==> config.mk <==
export PLATFORM = sky130hd
export DESIGN_NAME = uart_link_ctl_flat
export DESIGN_NICKNAME = d
export VERILOG_FILES = /design/src/rtl/uart_link_ctl_if.sv /design/src/rtl/uart_link_ctl.sv /design/src/flat_wrapper.sv
export SDC_FILE = /design/constraint.sdc
export NUM_CORES = 1
export LEC_CHECK = 0
export CAP_MARGIN = 20
export CORE_AREA = 2 2 84 86
export CTS_BUF_LIST = sky130_fd_sc_hd__clkbuf_4
export CTS_CLUSTER_DIAMETER = 30
export DETAILED_ROUTE_END_ITERATION = 7
export DIE_AREA = 0 0 86 88
export GPL_TIMING_DRIVEN = 0
export PLACE_DENSITY = 0.73
export SYNTH_ARGS = -nofsm -noshare
export SYNTH_HDL_FRONTEND = slang
export SYNTH_SLANG_ARGS = --single-unit
export TNS_END_PERCENT = 100
==> constraint.sdc <==
create_clock -name pclk -period 3.3 [get_ports pclk]
set_input_delay 0.825 -clock pclk [delete_from_list [all_inputs] [get_ports pclk]]
set_output_delay 0.825 -clock pclk [all_outputs]
set_load 0.01 [all_outputs]
==> src/rtl/uart_link_ctl_if.sv <==
// ---------------------------------------------------------------------------
// uart_link_if
// Byte-level handshake between the link controller and the UART tx/rx core.
//   tx_start  1-cycle send request (controller -> core)
//   tx_data   byte to send, valid while tx_start=1 (controller -> core)
//   tx_busy   transmitter busy (core -> controller)
//   rx_valid  1-cycle pulse, rx_data valid (core -> controller)
//   rx_data   received byte (core -> controller)
// Modports: master = controller side, slave = UART core side.
// ---------------------------------------------------------------------------
interface uart_link_if;
    logic       tx_start;
    logic [7:0] tx_data;
    logic       tx_busy;
    logic       rx_valid;
    logic [7:0] rx_data;

    modport master (output tx_start, tx_data, input tx_busy, rx_valid, rx_data);
    modport slave  (input tx_start, tx_data, output tx_busy, rx_valid, rx_data);
endinterface

==> src/rtl/uart_link_ctl.sv <==
// ---------------------------------------------------------------------------
// uart_link_ctl
// Sequences the byte-UART link between the two game boards: sends START when
// PLAY is clicked, pulses uart_start once both sides are ready, then swaps
// final scores at game end. Everything runs in the pclk domain.
// Ports:
//   pclk, rst_n      clock (75 MHz) and asynchronous active-low reset
//   play_clicked     1-cycle pulse, local PLAY clicked
//   game_over        1-cycle pulse, local game finished
//   my_score[6:0]    local score, latched when the header send starts
//   link             UART core handshake (uart_link_if.master)
//   uart_start       1-cycle pulse, both players ready
//   op_score[6:0]    opponent score, held until the next valid score
//   op_score_valid   high while in DONE
//   link_err         high while in ERR
//   state_dbg[2:0]   main FSM encoding (ERR reads as 7 with link_err=1)
// ---------------------------------------------------------------------------
module uart_link_ctl #(
    parameter int unsigned TIMEOUT_CYC = 75_000_000,
    parameter int unsigned RETRY_MAX   = 3,
    parameter logic [7:0]  START_BYTE  = 8'hA5,
    parameter logic [7:0]  SCORE_HDR   = 8'h5A
) (
    input  logic        pclk,
    input  logic        rst_n,
    input  logic        play_clicked,
    input  logic        game_over,
    input  logic [6:0]  my_score,
    uart_link_if.master link,
    output logic        uart_start,
    output logic [6:0]  op_score,
    output logic        op_score_valid,
    output logic        link_err,
    output logic [2:0]  state_dbg
);

    localparam int RW = $clog2(RETRY_MAX + 1) + 1;

    typedef enum logic [3:0] {
        IDLE       = 4'd0,
        SEND_START = 4'd1,
        WAIT_PEER  = 4'd2,
        GAME       = 4'd3,
        SEND_HDR   = 4'd4,
        SEND_SCORE = 4'd5,
        WAIT_SCORE = 4'd6,
        DONE       = 4'd7,
        ERR        = 4'd8
    } state_t;

    typedef enum logic { P_IDLE, P_SCORE } pstate_t;

    state_t          state, state_nxt;
    pstate_t         p_state;
    logic [31:0]     timer;
    logic [RW-1:0]   retries;
    logic [6:0]      score_q;
    logic            peer_ready, peer_score;
    logic            tx_hold;          // tx_start was issued last cycle
    logic            tx_ready;
    logic            tx_go;
    logic [7:0]      tx_byte;
    logic            load_timer, retry_inc, retry_clr, ready_hit, latch_score;
    logic            waiting;

    // The core raises tx_busy one cycle late, so the cycle after a request
    // is never a legal send slot regardless of what tx_busy says.
    assign tx_ready = !link.tx_busy && !tx_hold;
    assign waiting  = (state == WAIT_PEER) || (state == WAIT_SCORE);

    // NOTE: every always_comb output gets a default first so no path can
    // leave a signal unassigned and infer a latch.
    always_comb begin
        state_nxt   = state;
        tx_go       = 1'b0;
        tx_byte     = 8'h00;
        load_timer  = 1'b0;
        retry_inc   = 1'b0;
        retry_clr   = 1'b0;
        ready_hit   = 1'b0;
        latch_score = 1'b0;
        case (state)
            IDLE, DONE, ERR: begin
                if (play_clicked) begin
                    state_nxt = SEND_START;
                    retry_clr = 1'b1;
                end
            end
            SEND_START: begin
                if (tx_ready) begin
                    tx_go      = 1'b1;
                    tx_byte    = START_BYTE;
                    load_timer = 1'b1;
                    state_nxt  = WAIT_PEER;
                end
            end
            WAIT_PEER: begin
                if (peer_ready) begin
                    ready_hit = 1'b1;
                    state_nxt = GAME;
                end else if (timer == 32'd0) begin
                    if (retries == RW'(RETRY_MAX)) begin
                        state_nxt = ERR;
                    end else begin
                        retry_inc = 1'b1;
                        state_nxt = SEND_START;
                    end
                end
            end
            GAME: begin
                if (game_over) begin
                    latch_score = 1'b1;
                    state_nxt   = SEND_HDR;
                end
            end
            SEND_HDR: begin
                if (tx_ready) begin
                    tx_go     = 1'b1;
                    tx_byte   = SCORE_HDR;
                    state_nxt = SEND_SCORE;
                end
            end
            SEND_SCORE: begin
                if (tx_ready) begin
                    tx_go      = 1'b1;
                    tx_byte    = {1'b0, score_q};
                    load_timer = 1'b1;
                    state_nxt  = WAIT_SCORE;
                end
            end
            WAIT_SCORE: begin
                if (peer_score) begin
                    state_nxt = DONE;
                end else if (timer == 32'd0) begin
                    state_nxt = ERR;
                end
            end
            default: state_nxt = IDLE;
        endcase
    end

    assign link.tx_start = tx_go;
    assign link.tx_data  = tx_byte;

    assign op_score_valid = (state == DONE);
    assign link_err       = (state == ERR);
    assign state_dbg      = (state == ERR) ? 3'd7 : state[2:0];

    // NOTE: sequential state uses non-blocking assignments only, so every
    // register samples pre-edge values and block order cannot matter.
    always_ff @(posedge pclk or negedge rst_n) begin
        if (!rst_n) begin
            state      <= IDLE;
            timer      <= 32'd0;
            retries    <= '0;
            score_q    <= 7'd0;
            uart_start <= 1'b0;
            tx_hold    <= 1'b0;
        end else begin
            state      <= state_nxt;
            tx_hold    <= tx_go;
            uart_start <= ready_hit;
            if (latch_score) score_q <= my_score;
            if (retry_clr)      retries <= '0;
            else if (retry_inc) retries <= retries + RW'(1);
            if (load_timer)                   timer <= TIMEOUT_CYC;
            else if (waiting && timer != 0)   timer <= timer - 32'd1;
        end
    end

    // Rx parser, active in every main state; flags keep early arrivals.
    always_ff @(posedge pclk or negedge rst_n) begin
        if (!rst_n) begin
            p_state    <= P_IDLE;
            peer_ready <= 1'b0;
            peer_score <= 1'b0;
            op_score   <= 7'd0;
        end else begin
            if (ready_hit) begin
                peer_ready <= 1'b0;
                peer_score <= 1'b0;
            end
            // NOTE: the rx set is written after the clear above; the last
            // non-blocking assignment wins, so a same-cycle set survives.
            if (link.rx_valid) begin
                case (p_state)
                    P_IDLE: begin
                        if (link.rx_data == START_BYTE)     peer_ready <= 1'b1;
                        else if (link.rx_data == SCORE_HDR) p_state    <= P_SCORE;
                    end
                    P_SCORE: begin
                        if (!link.rx_data[7]) begin
                            op_score   <= link.rx_data[6:0];
                            peer_score <= 1'b1;
                        end
                        p_state <= P_IDLE;
                    end
                    default: p_state <= P_IDLE;
                endcase
            end
        end
    end

endmodule

==> src/flat_wrapper.sv <==
// flat-port wrapper written by rule: the top's interface ports become plain ports
module uart_link_ctl_flat 
#(
    parameter int unsigned TIMEOUT_CYC = 75_000_000,
    parameter int unsigned RETRY_MAX   = 3,
    parameter logic [7:0]  START_BYTE  = 8'hA5,
    parameter logic [7:0]  SCORE_HDR   = 8'h5A
)
  (pclk, rst_n, play_clicked, game_over, my_score, uart_start, op_score, op_score_valid, link_err, state_dbg, link_tx_start, link_tx_data, link_tx_busy, link_rx_valid, link_rx_data);
  uart_link_if link_i ();
  input  logic pclk;
  input  logic rst_n;
  input  logic play_clicked;
  input  logic game_over;
  input  logic [6:0] my_score;
  output logic uart_start;
  output logic [6:0] op_score;
  output logic op_score_valid;
  output logic link_err;
  output logic [2:0] state_dbg;
  output wire logic [$bits(link_i.tx_start)-1:0] link_tx_start;
  output wire logic [$bits(link_i.tx_data)-1:0] link_tx_data;
  input wire logic [$bits(link_i.tx_busy)-1:0] link_tx_busy;
  input wire logic [$bits(link_i.rx_valid)-1:0] link_rx_valid;
  input wire logic [$bits(link_i.rx_data)-1:0] link_rx_data;
  assign link_tx_start = link_i.tx_start;
  assign link_tx_data = link_i.tx_data;
  assign link_i.tx_busy = link_tx_busy;
  assign link_i.rx_valid = link_rx_valid;
  assign link_i.rx_data = link_rx_data;
  uart_link_ctl #(.TIMEOUT_CYC(TIMEOUT_CYC), .RETRY_MAX(RETRY_MAX), .START_BYTE(START_BYTE), .SCORE_HDR(SCORE_HDR)) u_core (.pclk(pclk), .rst_n(rst_n), .play_clicked(play_clicked), .game_over(game_over), .my_score(my_score), .link(link_i), .uart_start(uart_start), .op_score(op_score), .op_score_valid(op_score_valid), .link_err(link_err), .state_dbg(state_dbg));
endmodule
==> results.py, run 1 <==
metrics = {
    "critical_path": {
        "critical_path_arrival_ps": 2400,
        "r2r_setup_slack_ps": 360,
        "critical_path.reg2reg.startpoint": "u_core.timer[11]",
        "crit_path_start": "link_tx_busy",
        "timing.critical_path.to_type": "primary output",
        "worstSetupPathType": "input pin to primary output",
        "crit_path_max_fanout": 10,
        "worstPathRequired_ps": 2470,
        "critPathLaunchType": "input pin",
    },
    "sta": {
        "worst_slew_margin_rel_pct": 49.6,
        "fin_crit_period_ps": 3220,
        "rsz0062_at_grt": "true",
        "timing.final.crit_share_pct": 97.6,
        "timing.fmax_ghz": 0.310,
        "final-setup-viol-count": 0,
        "finClkSkew_ps": 17.0,
        "pins_over_slew_limit": 0,
        "fin_ws_ps": 79.4,
        "timing.setup.tns_ps": 0,
        "worst_pin_slew_ps": 750,
        "hold_viol": 0,
    },
    "global_routing": {
        "number_of_global_route_vias_before_repair": 2537,
        "wire_length_of_the_first_global_routing_pass_mm": 11.9,
        "antenna_found_initial": 0,
        "largest_net_degree_at_the_start_of_global_routing": 31,
        "top_usage_layer": "met2",
        "global_route.usage.total_pct": 19.9,
        "grt_use_met2_pct": 32.1,
        "grt_remaining_overflow": 0,
        "groute.layer.met3.usage_pct": 5.94,
        "global_route.usage.met1_pct": 26.2,
    },
    "routing": {
        "drtIter0Drc": 144,
        "wl_per_cell_um": 15.4,
        "ant_nets": 0,
        "vias_per_instance": 5.92,
        "post-route-drc-count": 0,
        "via_count": 2670,
        "drt_pass1_iterations": 6,
        "routed_wl_mm": 6.95,
    },
    "power_and_ir_drop": {
        "combinational_share_of_power_pct": 37.9,
        "powerDensity_nw_per_um2": 577,
        "sequentialPowerShare_pct": 43.7,
        "max-vdd-ir-drop_v": 0.000459,
        "power.clock.fraction_pct": 18.5,
        "cell_internal_pwr_w": 0.00136,
        "p_total_w": 0.00218,
        "power.share.switching_pct": 37.7,
        "power_leakage_nw": 1.55,
        "power.switching_w": 0.000820,
    },
    "floorplanning": {
        "die_w_um": 86,
        "full_die_area_um2": 7570,
        "core.rowCount": 30,
        "initial_core_util_pct": 46.3,
        "fp.coreArea_um2": 6640,
        "boundaryPins": 43,
        "vertical_die_dimension_um": 88,
    },
    "cells_and_area": {
        "footprint_of_the_multi_input_gates_um2": 1540,
        "final-seq-area_um2": 1450,
        "finish.net_count": 391,
        "leading_cell_types_in_the_layout_fill_and_taps_excluded": "58 x dfrtp_1, 38 x clkdlybuf4s50_1, 24 x nand2_1",
        "num_antenna_cells": 0,
        "filler_cell_count_in_the_final_layout": 585,
        "area_delta_synth_final_pct": 22.8,
        "drive_above_1_share_pct": 13.5,
        "layout_commonest_cell": "dfrtp_1",
    },
    "logic_synthesis": {
        "synth_top_flop_cell": "dfrtp_1",
        "synth.yosys.seq_area_share_pct": 47.2,
        "synth.distinct_cells": 48,
        "synth.ff_latch_count": 58,
        "synth.cell_area_um2": 3070,
        "synth_edf_count": 0,
        "postSynth.asyncResetShare_pct": 100,
        "syn-instance-count": 312,
        "yosysWarnings": 0,
        "synth.net_count": 336,
        "post_synth.cell_area_avg_um2": 9.85,
    },
    "clock_network": {
        "buffer_type_at_the_clock_tree_root": "clkbuf_4",
        "h-tree-depth": 3,
        "cts.hold.buffers_added": 0,
        "cts_tree": "yes",
        "worst_setup_hold_path_clk_slew_ps": 100,
        "cts_sink_count": 58,
        "ctsLongestPathBuffers": 2,
        "clock_latency_ps": 400,
        "numCtsBuffers": 9,
    },
    "status": {
        "status": "complete, no violations",
    },
    "placement": {
        "number_of_buffers_added_on_ports": 42,
        "detailedPlace.worstSlack_ps": -567,
        "gp_routability_congestion": 0.898,
        "place_hpwl_mm": 4.99,
    },
    "worst_hold_path": {
        "hp-class": "input pin to async pin",
    },
    "flow_run": {
        "timing.max_cap.violations": 0,
    },
}
==> per-stage QoR <==
stage	hold WS [ps]	instance area, um^2	utilization [%]	cells
after floorplan	441	3070	-	312
after global placement	468	3590	54.1	434
after detailed placement	473	3610	54.3	435
after CTS	458	3770	56.8	453
after global routing	490	3770	56.8	451
final	454	3770	56.8	451
==> power groups by stage <==
stage,registers (W),clock network (W),logic [W]
finish,0.000950,0.000402,0.000824
global route,0.000969,0.000442,0.000926
CTS,0.000934,0.000416,0.000839
detailed placement,0.000946,0,0.000800
global placement,0.000940,0,0.000787
floorplan,0.000921,0,0.000533
==> flip-flops by register name (all words and copies together), names as in the netlist <==
| signal | flops |
|---|---|
| u_core.timer | 32 |
| u_core.op_score | 7 |
| u_core.score_q | 7 |
| u_core.state | 4 |
| u_core.retries | 3 |
| u_core.p_state | 1 |
| u_core.peer_ready | 1 |
| u_core.peer_score | 1 |
| u_core.tx_hold | 1 |
| u_core.uart_start | 1 |
==> kinds of logic after synthesis <==
family,after synthesis,share of synthesized area [%]
XOR/XNOR,3,0.855
multiplexers,24,8.31
flip-flops,58,47.2
AND/OR/NAND/NOR,126,23.9
adder cells (fa/ha/maj),3,1.22
AO/OA/AOI/OAI,71,15.1
buffers and inverters,27,3.42
==> cell type report <==
cell class / instances / share of cell area, %
Tap cell: 80 / 2.65
Multi-Input combinational cell: 227 / 40.7
Buffer: 14 / 2.19
Timing Repair Buffer: 46 / 12.1
Sequential cell: 58 / 38.5
Clock buffer: 9 / 1.79
Clock inverter: 6 / 0.928
Inverter: 11 / 1.09
==> final timing paths <==
| check | endpoint | cells after the start |
|---|---|---|
| max | link_tx_data[2] | 6 |
| min | u_core.timer[17] | 1 |
| max reg2reg | u_core.state[0] | 7 |
| min reg2reg | u_core.timer[17] | 1 |
| max in group asynchronous | u_core.score_q[4] | 2 |
| min in group pclk | u_core.timer[17] | 1 |
==> metal layers <==
layer	vias to the layer above	routed length [um]
li1	1312	-
met1	1293	3250
met2	58	3310
met3	7	315
met4	0	70
met5	-	0
==> worst max-delay path, stage by stage <==
cell,delay (ps)
dlygate4sd2_1,270
nor2_2,140
nand4_1,170
buf_2,260
a21oi_1,160
clkdlybuf4s50_1,570
==> cells in the mapped netlist, types with 9 or more instances <==
| cell | instances | area [um^2] |
|---|---|---|
| nand3_1 | 9 | 45.0 |
| a21oi_1 | 14 | 70.1 |
| or4_1 | 9 | 67.6 |
| mux2_2 | 12 | 135 |
| inv_1 | 11 | 41.3 |
| clkbuf_1 | 13 | 48.8 |
| nand2_1 | 24 | 90.1 |
| mux2i_1 | 12 | 120 |
| o21ai_0 | 21 | 105 |
| nor4_1 | 10 | 62.6 |
| dfrtp_1 | 58 | 1450 |
| nor2_1 | 16 | 60.1 |
| or3_1 | 11 | 68.8 |
==> what timing repair did <==
| item | in CTS | in global routing |
|---|---|---|
| pin swaps | 1 | 1 |
| buffers inserted | 3 | 0 |
| resized for setup | 15 | 5 |
| setup endpoints to repair | 8 | 9 |
Note: power is estimated with default switching activity, not from simulation.
==> run 2: changes to the inputs <==
GPL_ROUTABILITY_DRIVEN = 1   (was unset)
==> results of run 2 <==
Same layout as run 1: the final DEF is identical, and so are final timing and power.
==> run 3: changes to the inputs <==
GPL_TIMING_DRIVEN = 1   (was 0)
==> run 3 against run 2 <==
Power about the same. Clock skew up 0.96 ps. Utilization down 0.32 points. Largest cell class unchanged. Combinational power down 4.0%. Sequential share of layout area up 0.22 points. Critical path depth down 1.
==> results.py, run 3 (synthesized netlist as in run 1, its figures left out) <==
metrics = {
    "status": {
        "status": "complete, no violations",
    },
    "power_and_ir_drop": {
        "power_leakage_nw": 1.60,
        "max-vdd-ir-drop_v": 0.000436,
        "p_total_w": 0.00218,
        "powerDensity_nw_per_um2": 580,
    },
    "sta": {
        "timing.fmax_ghz": 0.309,
        "final-setup-viol-count": 0,
        "hold-worst-slack_ps": 354,
        "rsz0062_at_grt": "true",
        "hold_viol": 0,
        "finClkSkew_ps": 18.0,
        "worst_pin_slew_ps": 752,
        "pins_over_slew_limit": 0,
        "worst_slew_margin_rel_pct": 49.4,
        "fin_crit_period_ps": 3240,
        "timing.final.crit_share_pct": 98.2,
    },
    "worst_hold_path": {
        "hp-class": "input pin to async pin",
    },
    "clock_network": {
        "cts_sink_count": 58,
        "cts.hold.buffers_added": 0,
        "clock_latency_ps": 410,
        "worst_setup_hold_path_clk_slew_ps": 110,
        "numCtsBuffers": 9,
        "buffer_type_at_the_clock_tree_root": "clkbuf_4",
        "h-tree-depth": 3,
        "cts_tree": "yes",
        "ctsLongestPathBuffers": 2,
    },
    "cells_and_area": {
        "layout_commonest_cell": "dfrtp_1",
        "num_antenna_cells": 0,
        "largest_register_ffs": 32,
        "leading_cell_types_in_the_layout_fill_and_taps_excluded": "58 x dfrtp_1, 37 x clkdlybuf4s50_1, 24 x nand2_1",
        "area_delta_synth_final_pct": 22.1,
        "reg_top3": "u_core.timer: 32 flops, u_core.op_score: 7 flops, u_core.score_q: 7 flops",
        "drive_above_1_share_pct": 14.2,
        "top_register": "u_core.timer",
        "number_of_non_filler_instances_in_the_completed_layout": 445,
        "finish.net_count": 385,
    },
    "critical_path": {
        "critPathTopFamily": "buffers and inverters",
        "timing.critical_path.slowest_stage_cell": "clkdlybuf4s50_1",
        "critical_path_arrival_ps": 2410,
        "critical_path.max_stage_delay_ps": 540,
        "critical-path-top-cell-by-count": "clkdlybuf4s50_1",
        "crit_buf_inv": 2,
        "worstSetupPathType": "input pin to primary output",
        "worstPathRequired_ps": 2470,
        "crit_path_max_fanout": 5,
        "r2r_setup_slack_ps": 470,
        "critPathLaunchType": "input pin",
        "timing.critical_path.to_type": "primary output",
        "worstPathCellList": "clkdlybuf4s50_1 > nor2_2 > and4_2 > nand2b_1 > clkdlybuf4s50_1",
    },
    "floorplanning": {
        "fp.coreArea_um2": 6640,
        "core.rowCount": 30,
        "vertical_die_dimension_um": 88,
        "full_die_area_um2": 7570,
        "boundaryPins": 43,
        "die_w_um": 86,
        "initial_core_util_pct": 46.3,
    },
    "routing": {
        "wl_per_cell_um": 15.8,
        "routed_wl_mm": 7.04,
        "drt_pass1_iterations": 4,
        "vias_per_instance": 6.02,
        "post-route-drc-count": 0,
        "ant_nets": 0,
        "drtIter0Drc": 196,
        "via_count": 2679,
    },
    "placement": {
        "gp_routability_congestion": 0.840,
        "placedCellCount": 429,
        "number_of_buffers_added_on_ports": 42,
        "place_hpwl_mm": 5.10,
    },
    "global_routing": {
        "global_route.usage.total_pct": 19.9,
        "wire_length_of_the_first_global_routing_pass_mm": 12.1,
        "grt_remaining_overflow": 0,
        "largest_net_degree_at_the_start_of_global_routing": 39,
        "number_of_global_route_vias_before_repair": 2660,
        "antenna_found_initial": 0,
    },
    "flow_run": {
        "timing.max_cap.violations": 0,
    },
}
-- run 3: routing by layer --
metal	up-vias	global-route usage, %	part of all wire, %
met5	-	0	0
met4	0	8.66	1.4
met3	10	3.68	4.5
met2	68	31.5	48
met1	1304	26.8	46
li1	1297	-	-
-- run 3: final cells by class --
type	instances	area [um^2]
fillers	584	2890
clock inverters	6	35.0
well taps	80	100
repair buffers	54	515
flip-flops and latches	58	1450
inverters	11	41.3
multi-input cells	227	1540
clock buffers	9	67.6
-- run 3: metrics by stage --
stage,worst slack (ps),util (%),cell area [um^2],setup TNS (ps)
4_1_cts,34.3,56.1,3730,0
5_1_grt,-31.7,56.5,3750,-31.7
6_report,60.3,56.5,3750,0
3_3_place_gp,54.2,54.5,3620,0
3_5_place_dp,-25.5,54.5,3620,-47.7
2_1_floorplan,714,-,3070,0
-- run 3: worst reg2reg max path, stage by stage (launching register included) --
cell and delay [ps]:
dfrtp_1 440, or4_1 540, or3_1 510, or4_1 700, or4_1 440, a21oi_1 150
-- run 3: path summary, 6_finish.rpt --
kind / startpoint / to / cells after the start
worst max-delay path: link_tx_busy / link_tx_start / 5
worst min-delay path: rst_n / u_core.score_q[0] / 1
worst max register to register: u_core.timer[8] / u_core.timer[30] / 5
worst min register to register: u_core.timer[17] / u_core.timer[17] / 1
max in group asynchronous: rst_n / u_core.timer[3] / 2
min in group pclk: u_core.timer[17] / u_core.timer[17] / 1
-- run 3: power breakdown --
group	internal (W)	total, W	switching (W)	leakage, nW
Clock	0.000145	0.000412	0.000267	0.0573
Sequential	0.000838	0.000972	0.000134	0.731
Combinational	0.000368	0.000791	0.000423	0.816
Total	0.00135	0.00218	0.000825	1.60
-- run 3: repair_timing --
action                     in CTS  in global routing
pin swaps                       1                  2
setup endpoints to repair       3                  9
gates resized for setup         0                  7
buffers inserted                1                  0
